File: config.mk
export PLATFORM = sky130hd
export DESIGN_NAME = pipeline_hazard_controller
export DESIGN_NICKNAME = d
export VERILOG_FILES = /design/src/rtl/pipeline_hazard_controller.sv
export SDC_FILE = /design/constraint.sdc
export NUM_CORES = 1
export LEC_CHECK = 0
export CAP_MARGIN = 5
export CORE_ASPECT_RATIO = 1.4
export CORE_MARGIN = 1.5
export CORE_UTILIZATION = 40
export DETAILED_ROUTE_END_ITERATION = 12
export PLACE_DENSITY = 0.74
export SYNTH_ARGS = -nofsm -noshare
export SYNTH_HDL_FRONTEND = slang
export SYNTH_SLANG_ARGS = --single-unit
File: constraint.sdc
create_clock -name clk -period 1.8 [get_ports clk]
set_input_delay 0.36 -clock clk [delete_from_list [all_inputs] [get_ports clk]]
set_output_delay 0.36 -clock clk [all_outputs]
set_load 0.05 [all_outputs]
File: src/rtl/pipeline_hazard_controller.sv
// rtl/pipeline_hazard_controller.sv - stall/flush sequencer for the 5-stage pipeline barriers
// Load-use bubbles, taken-branch squash, data-memory wait freeze, saturating stall counter.
module pipeline_hazard_controller #(
    parameter int MEM_TIMEOUT = 16,
    parameter int CNT_W       = 16
) (
    input  logic             clk,
    input  logic             reset,
    input  logic [4:0]       idRs1,
    input  logic [4:0]       idRs2,
    input  logic [4:0]       exRd,
    input  logic             exMemToReg,
    input  logic             exBranchTaken,
    input  logic             memMemRead,
    input  logic             memMemWrite,
    input  logic             dmemReady,
    output logic             pcWrite,
    output logic             ifIdWrite,
    output logic             ifIdFlush,
    output logic             idExWrite,
    output logic             idExFlush,
    output logic             exMemWrite,
    output logic             memWbFlush,
    output logic [CNT_W-1:0] stallCount,
    output logic             memTimeout
);

    localparam int WAIT_W = $clog2(MEM_TIMEOUT + 1);

    typedef enum logic [1:0] {RUN, MEM_WAIT, ERROR} state_t;

    state_t             state, nextState;
    logic [WAIT_W-1:0]  waitCnt, nextWaitCnt;
    logic               setTimeout;
    logic               loadUse;
    logic               memBusy;

    assign loadUse = exMemToReg && (exRd != 5'd0) && ((exRd == idRs1) || (exRd == idRs2));
    assign memBusy = (memMemRead || memMemWrite) && !dmemReady;

    always_comb begin
        pcWrite     = 1'b1;
        ifIdWrite   = 1'b1;
        ifIdFlush   = 1'b0;
        idExWrite   = 1'b1;
        idExFlush   = 1'b0;
        exMemWrite  = 1'b1;
        memWbFlush  = 1'b0;
        nextState   = state;
        nextWaitCnt = waitCnt;
        setTimeout  = 1'b0;

        if (reset || state == ERROR) begin
            pcWrite    = 1'b0;
            ifIdWrite  = 1'b0;
            ifIdFlush  = 1'b1;
            idExWrite  = 1'b0;
            idExFlush  = 1'b1;
            exMemWrite = 1'b0;
            memWbFlush = 1'b1;
        end else if (memBusy) begin
            pcWrite    = 1'b0;
            ifIdWrite  = 1'b0;
            idExWrite  = 1'b0;
            exMemWrite = 1'b0;
            memWbFlush = 1'b1;
            if (state == RUN) begin
                nextState   = MEM_WAIT;
                nextWaitCnt = WAIT_W'(1);
            end else begin
                nextWaitCnt = waitCnt + 1'b1;
                if (waitCnt == WAIT_W'(MEM_TIMEOUT - 1)) begin
                    nextState  = ERROR;
                    setTimeout = 1'b1;
                end
            end
        end else begin
            // A finished or withdrawn access releases in the same cycle, evaluated as RUN.
            nextState   = RUN;
            nextWaitCnt = '0;
            if (exBranchTaken) begin
                ifIdFlush = 1'b1;
                idExFlush = 1'b1;
            end else if (loadUse) begin
                pcWrite   = 1'b0;
                ifIdWrite = 1'b0;
                idExFlush = 1'b1;
            end
        end
    end

    always_ff @(posedge clk or posedge reset) begin
        if (reset) begin
            state      <= RUN;
            waitCnt    <= '0;
            stallCount <= '0;
            memTimeout <= 1'b0;
        end else begin
            state   <= nextState;
            waitCnt <= nextWaitCnt;
            if (setTimeout)
                memTimeout <= 1'b1;
            if (!pcWrite && stallCount != {CNT_W{1'b1}})
                stallCount <= stallCount + 1'b1;
        end
    end

endmodule

==> results of run 1 <==
## critical path, cell delays in order
cell	delay (ns)
buf_8	0.10
or4_4	0.52
o21ai_2	0.15
nand2b_4	0.17
nor2_4	0.04
nor2_4	0.13
buf_12	0.15
## stage by stage
stage | worst slack, ns | utilization, % | hold WS [ns]
2_1_floorplan | -0.827 | - | 0.450
3_3_place_gp | -0.626 | 64.4 | 0.443
3_5_place_dp | -0.614 | 64.4 | 0.449
4_1_cts | -0.217 | 69.8 | 0.468
5_1_grt | -0.240 | 74.2 | 0.475
6_report | -0.199 | 74.2 | 0.463
## registers in the layout (all words and copies together) (netlist names)
register	cells
memTimeout	1
state	2
stallCount	16
waitCnt	5
## logic make-up (layout without fill, tap and decap cells)
logic type	after synthesis	in the layout	synth area share, %
adder cells (fa/ha/maj)	3	3	2.68
flip-flops	24	24	42.8
XOR/XNOR	24	24	15.0
AO/OA/AOI/OAI	23	23	11.8
multiplexers	2	2	1.61
buffers and inverters	12	97	4.37
AND/OR/NAND/NOR	61	61	21.8
## path summary, 6_finish.rpt
| path | startpoint | to | cells past startpoint |
|---|---|---|---|
| max | exRd[2] | pcWrite | 7 |
| min | memTimeout | memTimeout | 1 |
| max reg2reg | stallCount[1] | stallCount[15] | 8 |
| min reg2reg | memTimeout | memTimeout | 1 |
| max in group asynchronous | reset | state[1] | 4 |
| min in group asynchronous | reset | waitCnt[2] | 4 |
## cell usage in the layout (no fill, tap or decap), types with 6 or more instances in the layout
| cell type | Yosys | routed |
|---|---|---|
| buf_12 | 0 | 6 |
| nand2_1 | 15 | 15 |
| xor2_1 | 13 | 13 |
| dfrtp_1 | 24 | 21 |
| buf_4 | 2 | 55 |
| nand3_1 | 10 | 7 |
| xnor2_1 | 11 | 8 |
| dlygate4sd2_1 | 0 | 11 |
| nor2_4 | 0 | 9 |
## power groups by stage
stage	clock network (mW)	registers (mW)	logic, mW
2_1_floorplan	0	1.02	0.292
3_3_place_gp	0	0.700	1.02
3_5_place_dp	0	0.706	1.05
4_1_cts	0.374	0.693	1.10
5_1_grt	0.392	0.705	1.26
6_report	0.371	0.697	1.19
## timing repair
item | CTS | global route
pin swaps | 31 | 26
gates cloned | 1 | 0
gates resized for setup | 59 | 33
buffers inserted | 7 | 4
setup endpoints to repair | 23 | 22
## layer usage
layer  track usage (%)  vias up  part of all wire, %  wire (um)
li1                  -      685                    -          -
met1              26.2      705                   36       1560
met2              40.7       53                   55       2410
met3              4.30       14                  6.1        266
met4              13.4        0                  2.8        122
met5                 0        -                    0          0
## final cells by class
type | count | area [um^2]
Multi-Input combinational cell | 113 | 993
Fill cell | 233 | 872
Timing Repair Buffer | 87 | 781
Sequential cell | 24 | 604
Clock buffer | 4 | 55.1
Tap cell | 40 | 50.0
Inverter | 6 | 22.5
==> results.toml, run 1 <==
[status]
outcome = "finished, violations left"
violations = "setup timing"

[grt]
grt_start_max_net_pins = 19
grt_pass1_wl_um = 6710
grt_pass1_vias = 1541
antenna_found_initial = 0
grtUsageTotal_pct = 23.5
overflow = 0

[clock_tree]
h-tree-depth = 1
clock_latency_ns = 0.27
hold_buffers = 0
cts_buffers = 3
clk_path_buf_depth = 2
cts.sinks = 24
root_buffer = "clkbuf_8"
clk_pin_slew_ns = 0.08
cts_tree = "built"

[timing]
worst_pin_slew_ns = 0.296
finalHoldViolCount = 0
fin_tns_setup_ns = -0.639
rsz0062_at_grt = "true"
setup_viol = 5
fmax_mhz = 500
worst_slack_ns = -0.199
min_period_over_period_pct = 111
relSlewSlack_pct = 80.0
slew_viol_final = 0
worst_clock_skew_ns = 0.00475
period_needed_ns = 2.00

[floorplan]
dieArea_um2 = 3880
io_pins = 46
core_area_um2 = 3380
die_height_um = 73.1
rows = 25
die_x_um = 53.0
initial_core_util_pct = 41.5

[routing]
viasPerCell = 5.32
wl_um = 4350
drc_errors = 0
ant_nets = 0
dr_total_vias = 1457
avgRoutedWirePerCell_um = 15.9
dr.pass1.iters = 4
drt_iter0_markers = 33

[yosys]
mappedNetlistNets = 174
syn-cell-area_um2 = 1400
syn-instance-count = 149
synth_most_common_cell = "dfrtp_1"
async_reset_ff_share_pct = 100
synth_cell_types = 36
synth_area_per_cell_um2 = 9.41
ys_seq_elements = 24
synth_enable_flop_cells = 0
synth_flop_cell = "dfrtp_1"
yosysTopAreaCellShare_pct = 42.8
yosys-top-cells-area = "dfrtp_1 43%, xor2_1 8.1%, xnor2_1 6.9%"
ys_top_cells_by_count = "24 x dfrtp_1, 15 x nand2_1, 14 x nor2_1"
seq_area_frac_synth_pct = 42.8
yosys_warnings = 0
yosysTopAreaCell = "dfrtp_1"

[worst_setup_path]
reg2reg_setup_slack_ns = -0.01
cp.required_ns = 1.44
critPathKind = "input port to primary output"
end_kind = "primary output"
worst-path-max-fanout = 3
cp.arrival_ns = 1.64
cp-start-kind = "input port"

[placed_design]
hpwl_um = 3000
placed_area_um2 = 2180
gp_congestion = 0.788
dp_cells = 260
port_buffers = 45

[run]
drv_cap = 0

[pwr]
p_sw_share_pct = 41.7
p_sw_mw = 0.940
power_mw = 2.25
seq_power_share_pct = 30.9
internal-power_mw = 1.31
power_density_nw_per_um2 = 899
combPwrFrac_pct = 52.6
ir_drop_mv = 1.42
clockPowerShare_pct = 16.5
leakagePower_nw = 1.22

[finish]
area_growth_pct = 78.7
drive_above_1_share_pct = 48.7
nets = 260
n_antenna_cell = 0
stdcell_count = 274
finalInstanceArea_um2 = 2510

[min_path]
hold_class = "register to register"
(Power assumes the default switching activity.)
==> inputs of run 2 (changes only) <==
--- a/config.mk
+++ b/config.mk
@@ -10,7 +10,8 @@
 export CORE_MARGIN = 1.5
 export CORE_UTILIZATION = 40
 export DETAILED_ROUTE_END_ITERATION = 12
-export PLACE_DENSITY = 0.74
+export GPL_TIMING_DRIVEN = 0
+export PLACE_DENSITY = 0.79
 export SYNTH_ARGS = -nofsm -noshare
 export SYNTH_HDL_FRONTEND = slang
 export SYNTH_SLANG_ARGS = --single-unit
==> results.toml, run 2 (synthesis gave the netlist of run 1 again) <==
[status]
outcome = "finished, violations left"
violations = "setup timing"

[floorplan]
core_area_um2 = 3380
initial_core_util_pct = 41.5
io_pins = 46
die_height_um = 73.1
dieArea_um2 = 3880
rows = 25
die_x_um = 53.0

[routing]
viasPerCell = 5.33
ant_nets = 0
drc_errors = 0
wl_um = 4250
drt_iter0_markers = 39
dr.pass1.iters = 4
avgRoutedWirePerCell_um = 16.7
dr_total_vias = 1360

[timing]
worst_pin_slew_ns = 0.617
setup_viol = 7
min_period_over_period_pct = 114
fin_tns_setup_ns = -0.844
finalHoldViolCount = 0
fmax_mhz = 486
slew_viol_final = 0
relSlewSlack_pct = 58.6
worst_slack_ns = -0.256
rsz0062_at_grt = "true"
fin_hold_ws_ns = 0.284
worst_clock_skew_ns = 0.00191
period_needed_ns = 2.06

[grt]
grt_pass1_wl_um = 6480
grtUsageTotal_pct = 22.4
overflow = 0
grt_start_max_net_pins = 27
antenna_found_initial = 0
grt_pass1_vias = 1477

[clock_tree]
clk_pin_slew_ns = 0.08
cts_tree = "built"
h-tree-depth = 1
root_buffer = "clkbuf_8"
clock_latency_ns = 0.27
cts.sinks = 24
hold_buffers = 0
clk_path_buf_depth = 2
cts_buffers = 3

[run]
drv_cap = 0

[pwr]
power_mw = 2.20
leakagePower_nw = 1.13
ir_drop_mv = 1.13
power_density_nw_per_um2 = 940

[finish]
nets = 241
stdcell_count = 255
top_register = "stallCount"
area_growth_pct = 66.5
layout_commonest_cell = "dlygate4sd2_1"
layout_common_cells = "26 x dlygate4sd2_1, 21 x dfrtp_1, 19 x buf_4, 15 x nand2_1, 13 x xor2_1"
finalInstanceArea_um2 = 2340
register_area_um2 = 604
multi_input_area_um2 = 997
largest_reg_flops = 16
drive_above_1_share_pct = 37.2
n_antenna_cell = 0
reg_top3 = "stallCount (16), waitCnt (5), state (2)"
nFillCells = 268

[placed_design]
gp_congestion = 0.800
dp_cells = 233
hpwl_um = 2750
placed_area_um2 = 1950
port_buffers = 44

[worst_setup_path]
cp.arrival_ns = 1.70
critPathKind = "input port to primary output"
crit_chain = "buf_8 -> or4_4 -> o21ai_4 -> nand2b_4 -> nor2_4 -> nor2_4 -> buf_6 -> buf_8"
slowest_stage = "or4_4"
end_kind = "primary output"
r2r_cells = 7
path_delay_family = "simple AND/OR/NAND/NOR gates"
cp-start-kind = "input port"
slowest_delay_ns = 0.54
path_buf_inv = 3
cp.required_ns = 1.44
rr_endpoint = "stallCount[1]"
rr_startpoint = "stallCount[1]"
reg2reg_setup_slack_ns = -0.11
worst-path-max-fanout = 3

[min_path]
hold_class = "input port to async pin"
-- run 2: worst max path at each step --
stage	end	startpoint	slack [ns]	cells after the start
2_1_floorplan	pcWrite	reset	-0.83	5
3_3_place_gp	pcWrite	exRd[1]	-1.37	8
3_5_place_dp	pcWrite	exRd[1]	-1.41	8
4_1_cts	pcWrite	exRd[4]	-0.28	8
5_1_grt	pcWrite	exRd[4]	-0.32	8
6_report	pcWrite	exRd[4]	-0.26	8
-- run 2: what timing repair did --
action                     4_1_cts  5_1_grt
cloned                           1        1
gates resized for setup        124       38
setup endpoints to repair       40       23
buffers inserted                14        3
pin swaps                       31       17
-- run 2: per-stage QoR --
| stage | util, % | setup WS [ns] |
|---|---|---|
| after floorplan | - | -0.827 |
| after global routing | 69.1 | -0.315 |
| after detailed placement | 57.8 | -1.41 |
| after global placement | 57.8 | -1.37 |
| after CTS | 64.4 | -0.279 |
| final | 69.1 | -0.256 |
-- run 2: cell type report --
| type | count | area share (%) |
|---|---|---|
| Sequential cell | 24 | 25.9 |
| Inverter | 6 | 1.12 |
| Tap cell | 40 | 2.14 |
| Multi-Input combinational cell | 113 | 42.7 |
| Timing Repair inverter | 1 | 0.214 |
| Timing Repair Buffer | 62 | 23.9 |
| Buffer | 5 | 1.66 |
| Clock buffer | 4 | 2.36 |
-- run 2: where the power goes --
| group | total, mW | leakage, nW | switching (mW) | internal (mW) |
|---|---|---|---|---|
| clock network | 0.365 | 0.0288 | 0.169 | 0.196 |
| registers | 0.742 | 0.317 | 0.108 | 0.634 |
| logic | 1.09 | 0.782 | 0.662 | 0.426 |
| total | 2.20 | 1.13 | 0.940 | 1.26 |
-- run 2: worst register-to-register path, cell delays in order, from the launching register on --
cell and delay (ns):
dfrtp_2 0.41, ha_4 0.15, and4_1 0.19, nand4_1 0.14, nor3b_4 0.21, a21oi_4 0.21, buf_6 0.19, mux2_4 0.31
-- run 2: per-layer routing --
layer	wire length, um	up-vias	GRT usage [%]
met3	185	7	3.28
met1	1610	668	23.0
met5	0	-	0
met2	2390	40	43.9
met4	70	0	7.69
li1	-	645	-
==> inputs of run 3 (changes only) <==
--- a/config.mk
+++ b/config.mk
@@ -11,7 +11,7 @@
 export CORE_UTILIZATION = 40
 export DETAILED_ROUTE_END_ITERATION = 12
 export GPL_TIMING_DRIVEN = 0
-export PLACE_DENSITY = 0.79
+export PLACE_DENSITY = 0.74
 export SYNTH_ARGS = -nofsm -noshare
 export SYNTH_HDL_FRONTEND = slang
 export SYNTH_SLANG_ARGS = --single-unit
==> results.toml, run 3 (synthesis gave the netlist of run 1 again) <==
[routing]
wl_um = 4180
wl_met3_um = 331
dr_total_vias = 1360
avgRoutedWirePerCell_um = 16.3
top_layer_used = "met4"
met2_length_um = 2270
drt_iter0_markers = 24
ant_nets = 0
viasPerCell = 5.29
dr.pass1.iters = 4
drc_errors = 0
wl_met1_um = 1510

[status]
violations = "setup timing"
outcome = "finished, violations left"

[worst_setup_path]
cp-start-kind = "input port"
path_delay_family = "simple AND/OR/NAND/NOR gates"
startpoint = "exRd[3]"
path_buf_inv = 3
cp.required_ns = 1.44
cp.arrival_ns = 1.68
end_kind = "primary output"
slowest_stage = "or4_4"
crit_chain = "buf_8 -> or4_4 -> o21ai_4 -> nand2b_4 -> nor2_4 -> nor2_4 -> buf_6 -> buf_8"
rr_startpoint = "stallCount[0]"
worst-path-max-fanout = 3
critPathKind = "input port to primary output"
slowest_delay_ns = 0.53

[clock_tree]
h-tree-depth = 1
cts_buffers = 3
clock_latency_ns = 0.26
clk_path_buf_depth = 2
root_buffer = "clkbuf_8"
clk_pin_slew_ns = 0.08
cts_tree = "built"
cts.sinks = 24

[timing]
setup_viol = 10
min_period_over_period_pct = 113
fmax_mhz = 490
relSlewSlack_pct = 34.9
worst_slack_ns = -0.239
period_needed_ns = 2.04
worst_clock_skew_ns = 0.00539
fin_tns_setup_ns = -0.867
slew_viol_final = 0
finalHoldViolCount = 0
worst_pin_slew_ns = 0.975
rsz0062_at_grt = "true"

[floorplan]
core_area_um2 = 3380
dieArea_um2 = 3880
io_pins = 46
die_height_um = 73.1
rows = 25
initial_core_util_pct = 41.5
die_x_um = 53.0

[finish]
layout_commonest_cell = "buf_4"
drive_above_1_share_pct = 37.8
top_register = "stallCount"
nFillCells = 267
area_growth_pct = 68.7
n_antenna_cell = 0
reg_top3 = "stallCount (16), waitCnt (5), state (2)"
finalInstanceArea_um2 = 2370
layout_common_cells = "21 x buf_4, 19 x dlygate4sd2_1, 19 x dfrtp_1, 15 x nand2_1, 13 x xor2_1"
largest_reg_flops = 16
nets = 243

[grt]
grtUsageTotal_pct = 21.2
antenna_found_initial = 0
overflow = 0
grt_pass1_wl_um = 6090
grt_pass1_vias = 1343
grt_start_max_net_pins = 27

[pwr]
leakagePower_nw = 1.16
power_density_nw_per_um2 = 898
ir_drop_mv = 0.845

[placed_design]
gp_congestion = 0.799
placed_area_um2 = 1950
port_buffers = 44
hpwl_um = 2700
place_ws_ns = -1.43

[min_path]
hp-start = "memTimeout"
hold_class = "register to register"

[run]
drv_cap = 0
## run 3: changes by cell type in the layout (fill, tap and decap cells not counted), sizes merged
cell           change
clkdlybuf4s15      +6
clkbuf             +1
dlygate4sd2        -7
inv                +1
dlymetal6s2s       +1
buf                +2
clkinvlp           -2
## run 3: timing repair
item | CTS | global route
hold buffers | 0 | 0
resized for setup | 120 | 50
pin swaps | 27 | 32
cloned | 1 | 0
endpoints found under the setup margin | 39 | 23
buffers inserted | 13 | 7
## run 3: path summary, 6_finish.rpt
path / slack (ns) / cells after the start / endpoint
max: -0.24 / 8 / pcWrite
min in group asynchronous: 0.48 / 2 / waitCnt[2]
max in group asynchronous: 0.66 / 2 / stallCount[7]
max reg2reg: -0.05 / 9 / stallCount[0]
min: 0.46 / 1 / memTimeout
min reg2reg: 0.46 / 1 / memTimeout
## run 3: routing by layer
layer / up-vias / track usage [%]
li1: 644 / -
met1: 649 / 24.7
met2: 61 / 38.2
met3: 6 / 3.69
met4: 0 / 7.12
met5: - / 0
## run 3: worst reg2reg max path, cell delays in order (launching register included)
cell     delay (ns)
dfrtp_2        0.44
ha_4           0.17
and4_1         0.18
nand4_1        0.11
nor3b_4        0.23
a21oi_4        0.10
buf_4          0.15
buf_8          0.14
buf_6          0.12
xnor2_1        0.11
## run 3: area by class of cell
class                           count  area (um^2)  share of cell area, %
Buffer                              5         38.8                   1.64
Clock buffer                        4         45.0                   1.90
Inverter                            6         22.5                  0.952
Multi-Input combinational cell    113         1000                   42.5
Sequential cell                    24          607                   25.6
Tap cell                           40         50.0                   2.12
Timing Repair Buffer               65          598                   25.3
## run 3: through the flow
stage                     cells  hold WS [ns]  util [%]  total power, mW
after global placement      233         0.442      57.8             1.60
after global routing        257         0.497      70.0             2.23
after CTS                   250         0.464      63.1             2.03
after detailed placement    233         0.445      57.8             1.62
final                       257         0.459      70.0             2.12
after floorplan             149         0.450         -             1.31
## run 3: power by group
| part | leakage (nW) | internal (mW) | total [mW] | switching, mW |
|---|---|---|---|---|
| Sequential | 0.313 | 0.634 | 0.738 | 0.104 |
| Clock | 0.0228 | 0.158 | 0.320 | 0.162 |
| Combinational | 0.820 | 0.407 | 1.07 | 0.659 |
==> RTL edit 1: new RTL, flow settings as in run 1 <==
The 3 states of `state_t` get a one-hot encoding in 3 bits.
--- a/src/rtl/pipeline_hazard_controller.sv
+++ b/src/rtl/pipeline_hazard_controller.sv
@@ -28,5 +28,5 @@
     localparam int WAIT_W = $clog2(MEM_TIMEOUT + 1);
 
-    typedef enum logic [1:0] {RUN, MEM_WAIT, ERROR} state_t;
+    typedef enum logic [2:0] {RUN = 3'b001, MEM_WAIT = 3'b010, ERROR = 3'b100} state_t;
 
     state_t             state, nextState;
Function: no difference found for any inputs over 10 cycles, from zero or initial values and one cycle with reset high; not proved beyond that.
==> RTL edit 1 against run 1 <==
Wire length grew 2.4%. The flow still finishes with violations (negative setup slack). Area after synthesis grew 0.80%. Hold slack is essentially flat. Critical path depth is the same. Setup slack gained 0.0051 ns. Critical path type unchanged. Design area grew 3.0%. Power grew 36%. Sequential cell count grew 1. First-iteration DRC count grew 61%.
==> RTL edit 1: results (changes against run 1) <==
outcome: "finished with violations"  # unchanged
failed_checks: "negative setup slack"  # unchanged
number_of_antenna_violating_nets_in_the_routed_design: 0  # unchanged
postSynth.asyncResetShare_pct: 100.0  # unchanged
post_place_cell_area_mm2: 0.002226  # was 0.002176 mm^2
slowest_stage: "or4_4"  # unchanged
first_pass_iters: 4  # unchanged
cts_made_buffers: 3  # unchanged
placement_setup_slack_ns: -0.6588  # was -0.6143 ns
startpoint: "exRd[1]"  # was exRd[2]
seq_total_area_yosys_pct: 44.34  # was 42.82%
synth_common_cells: "dfrtp_1 (24), xor2_1 (22), nand2_1 (17)"  # was dfrtp_1 (24), nand2_1 (15), nor2_1 (14)
path_common_cell: "buf_6"  # was nor2_4
detailedRoute.firstIterationViolations: 53  # was 33
antenna_found_initial: 0  # unchanged
total_vias_in_the_final_route: 1493  # was 1,457
place.port_buffers: 45  # unchanged
leakage_nw: 1.220  # was 1.222 nW
post_synth_xor_area_fraction_pct: 15.49  # was 14.99%
fin_worst_skew_ns: 0.003140  # was 0.004755 ns
worst_ir_drop_vdd_mv: 1.052  # was 1.419 mV
layout-drive-gt1-share_pct: 54.47  # was 48.72%
hold_start: "memTimeout$_DFFE_PP0P_"  # unchanged
syn_area_cell_um2: 9.553  # was 9.413 um^2
synth_fa_ha_area_share_pct: 2.655  # was 2.676%
worst_r2r_startpoint: "stallCount[4]$_DFFE_PP0P_"  # was stallCount[1]$_DFFE_PP0P_
clk-insertion-delay-late_ns: 0.26
postSynthNetCount: 173  # was 174
ctsLongestPathBuffers: 2  # unchanged
num_antenna_cells: 0  # unchanged
gp_congestion: 0.8798  # was 0.7881
path_clk_slew_ns: 0.08  # about the same
reg2reg_depth: 7  # was 8
setup_viol: 19  # was 5
avgRoutedWirePerCell_um: 15.58  # was 15.88 um
worst_slew_pin_slew_ns: 0.6852  # was 0.2956 ns
yosysUniqueCellTypes: 37  # was 36
detailed_place_hpwl_um: 3079  # was 2999 um
clock_tree.root_cell: "clkbuf_8"  # unchanged
r2r_setup_slack_ns: -0.06  # was -0.01 ns
synth.top_cells.by_area: "dfrtp_1 (42%), xor2_1 (14%), nand2_1 (4.5%)"  # was dfrtp_1 (43%), xor2_1 (8.1%), xnor2_1 (6.9%)
fin_hold_ws_ns: 0.4629  # was 0.4633 ns
synth-compound-area-share_pct: 10.71  # was 11.78%
grt_first_pass_wirelength_um: 6900  # was 6706 um
fillers: 218  # was 233
grt_max_degree: 15  # was 19
avgViaCountPerCell: 5.220  # was 5.318
critical_path_s_largest_stage_delay_ns: 0.53
fin_ws_ns: -0.1939  # was -0.1990 ns
track_usage_pct: 23.51  # was 23.49%
critical_path.endpoint: "idExFlush"  # was pcWrite
crit_fanout: 3  # unchanged
synth.mux.area_fraction_pct: 0.7965  # was 1.606%
post-place-cells: 268  # was 260
critical_path_arrival_ns: 1.63
largestRegisters: "stallCount (16), waitCnt (5), state (3)"  # was stallCount (16), waitCnt (5), state (2)
regToRegEndpoint: "stallCount[7]$_DFFE_PP0P_"  # was stallCount[15]$_DFFE_PP0P_
setup-tns-final_ns: -2.370  # was -0.6392 ns
RTL edit 1: layer usage:
layer	GRT usage, %	vias to the layer above	part of all wire (%)
li1	-	700	-
met1	26.28	742	37
met2	45.54	43	58
met3	3.659	8	3.4
met4	3.989	0	1.5
met5	0	-	0
RTL edit 1: where the power goes:
group	switching, mW	total [mW]	internal [mW]	leakage (nW)
sequential	0.101	0.840	0.739	0.295
clock	0.170	0.328	0.158	0.0228
combinational	1.11	1.89	0.784	0.903
total	1.38	3.06	1.68	1.22
RTL edit 1: final cells by class:
cell class	count	area, um^2	share of cell area (%)
Tap cell	40	50.05	1.939
Clock buffer	4	45.04	1.745
Multi-Input combinational cell	113	927.1	35.92
Sequential cell	25	638.1	24.72
Inverter	6	26.28	1.018
Timing Repair Buffer	98	894.6	34.66
RTL edit 1: what timing repair did:
item,4_1_cts,5_1_grt
resized for setup,77,24
hold endpoints to repair,0,0
pin swaps,31,26
setup buffers,10,7
gates cloned,1,0
endpoints found under the setup margin,23,22
==> RTL edit 2: new RTL, settings of run 1 <==
Made on the original files. Set the parameter `CNT_W` to 20 (it was 16).
--- a/src/rtl/pipeline_hazard_controller.sv
+++ b/src/rtl/pipeline_hazard_controller.sv
@@ -3,5 +3,5 @@
 module pipeline_hazard_controller #(
     parameter int MEM_TIMEOUT = 16,
-    parameter int CNT_W       = 16
+    parameter int CNT_W       = 20
 ) (
     input  logic             clk,
Ports: changed (resized stallCount); port bits go from 46 to 50. The function was not compared with the original's and may differ.
==> RTL edit 2 against run 1 <==
Setup slack lost 0.0018 ns. The run still ends with negative setup slack left. Count of clock-buffer cells in the layout is the same. Power down 0.93%. Non-clock buffer count decreased by 4. Design area grew 2.9%. Sequential cell count increased by 4. Wire length up 1.1%. Area after synthesis grew 12%. Synthesized cell count up 4.0%. Highest routed layer unchanged.
==> RTL edit 2: results (changes against run 1) <==
met3_wirelength_from_detailed_routing_um: 220  # was 266 um
grt_first_pass_wirelength_um: 6720  # was 6706 um
layout.clock_buffers: 4  # unchanged
nets: 262  # was 260
wirelength_um: 4397  # was 4351 um
postSynthCellCount: 155  # was 149
power.switching_fraction_pct: 40.19  # was 41.71%
non_clock_inverter_count: 5  # was 6
crit_fanout: 3  # unchanged
worst_ir_drop_vdd_mv: 0.7290  # was 1.419 mV
first_pass_iters: 6  # was 4
cts_made_buffers: 3  # unchanged
fillers: 271  # was 233
ff_latch_area_um2: 718.2  # was 604.3 um^2
seq_total_area_yosys_pct: 44.76  # was 42.82%
synth_common_cells: "dfrtp_1 (28), xnor2_1 (19), and3_1 (13)"  # was dfrtp_1 (24), nand2_1 (15), nor2_1 (14)
gp_congestion: 0.7988  # was 0.7881
postCtsSetupBuffers: 5  # was 7
fraction_of_area_in_multi_input_gates_pct: 35.94  # was 39.64%
outcome: "finished with violations"  # unchanged
synth-warning-count: 0  # unchanged
place.port_buffers: 49  # was 45
placement_setup_slack_ns: -0.6256  # was -0.6143 ns
critical_path.top_delay_family: "buffers and inverters"  # was simple AND/OR/NAND/NOR gates
design.die.area_mm2: 0.004303  # was 0.003876 mm^2
buffer_area_share_pct: 30.89  # was 31.15%
leakage_nw: 1.206  # was 1.222 nW
critical_path_s_largest_stage_delay_ns: 0.27  # was 0.52 ns
met2WireLength_um: 2588  # was 2405 um
fin_worst_skew_ns: 0.003779  # was 0.004755 ns
layout-drive-gt1-share_pct: 49.58  # was 48.72%
yosysUniqueCellTypes: 38  # was 36
layout.sequential_cells: 28  # was 24
clk-insertion-delay-late_ns: 0.28
clock_cell_area_share_pct: 2.134  # was 2.197%
worst_slew_pin_slew_ns: 0.2601  # was 0.2956 ns
detailedRoute.firstIterationViolations: 58  # was 33
synth.top_cells.by_area: "dfrtp_1 (45%), xnor2_1 (11%), xor2_1 (5.6%)"  # was dfrtp_1 (43%), xor2_1 (8.1%), xnor2_1 (6.9%)
met2_usage_pct: 37.98  # was 40.69%
setup_viol: 6  # was 5
post_place_cell_area_mm2: 0.002300  # was 0.002176 mm^2
dominant_class_by_area: "multi-input gates"  # unchanged
detailed_place_hpwl_um: 3083  # was 2999 um
met1Wirelength_um: 1509  # was 1556 um
multiInputCombCellCount: 116  # was 113
layout_area_growth_over_synthesis_pct: 64.83  # was 78.68%
avgViaCountPerCell: 5.460  # was 5.318
failed_checks: "negative setup slack"  # unchanged
setup-tns-final_ns: -0.5831  # was -0.6392 ns
groute.layer.met1.usage_pct: 20.22  # was 26.23%
layout.non_clock_buffers: 83  # was 87
largestRegisters: "stallCount (20), waitCnt (5), state (2)"  # was stallCount (16), waitCnt (5), state (2)
track_usage_pct: 19.48  # was 23.49%
gr_util_met3_pct: 2.530  # was 4.303%
fin_ws_ns: -0.2008  # was -0.1990 ns
postSynthNetCount: 180  # was 174
==> RTL edit 2: cell count changes after synthesis, sizes merged, moves of 3 or more <==
cell,before,now
and3,3,13
nor2,14,6
xnor2,11,19
nand4,2,7
dfrtp,24,28
nand2,15,12
xor2,13,10
==> RTL edit 2: path summary, 6_finish.rpt <==
| path | slack [ns] | cells past startpoint | endpoint | from |
|---|---|---|---|---|
| min reg2reg | 0.49 | 1 | stallCount[18]$_DFFE_PP0P_ | stallCount[18]$_DFFE_PP0P_ |
| min in group clk | 0.49 | 1 | stallCount[18]$_DFFE_PP0P_ | stallCount[18]$_DFFE_PP0P_ |
| min | 0.49 | 4 | waitCnt[0]$_DFFE_PP0N_ | reset |
| max reg2reg | 0.04 | 7 | stallCount[13]$_DFFE_PP0P_ | stallCount[18]$_DFFE_PP0P_ |
| max in group asynchronous | 1.11 | 4 | stallCount[9]$_DFFE_PP0P_ | reset |
| max | -0.20 | 9 | ifIdWrite | exRd[2] |
==> RTL edit 2: power by group through the flow <==
stage	clock (mW)	sequential, mW	combinational [mW]
after global placement	0	0.823	0.904
after global routing	0.421	0.835	1.06
final	0.393	0.824	1.02
after floorplan	0	1.09	0.325
after detailed placement	0	0.833	0.927
after CTS	0.394	0.819	0.961
==> RTL edit 2: cell families (layout without fill, tap and decap cells) <==
| group | Yosys count | after routing | synth area share [%] |
|---|---|---|---|
| adders and majority gates | 3 | 3 | 2.398 |
| and+or+nand+nor | 61 | 61 | 21.42 |
| buffers and inverters | 11 | 92 | 3.837 |
| muxes | 3 | 3 | 2.318 |
| xor gates and xnor gates | 29 | 29 | 16.23 |
| DFF | 28 | 28 | 44.76 |
| AOI/OAI and AO/OA | 20 | 20 | 9.033 |
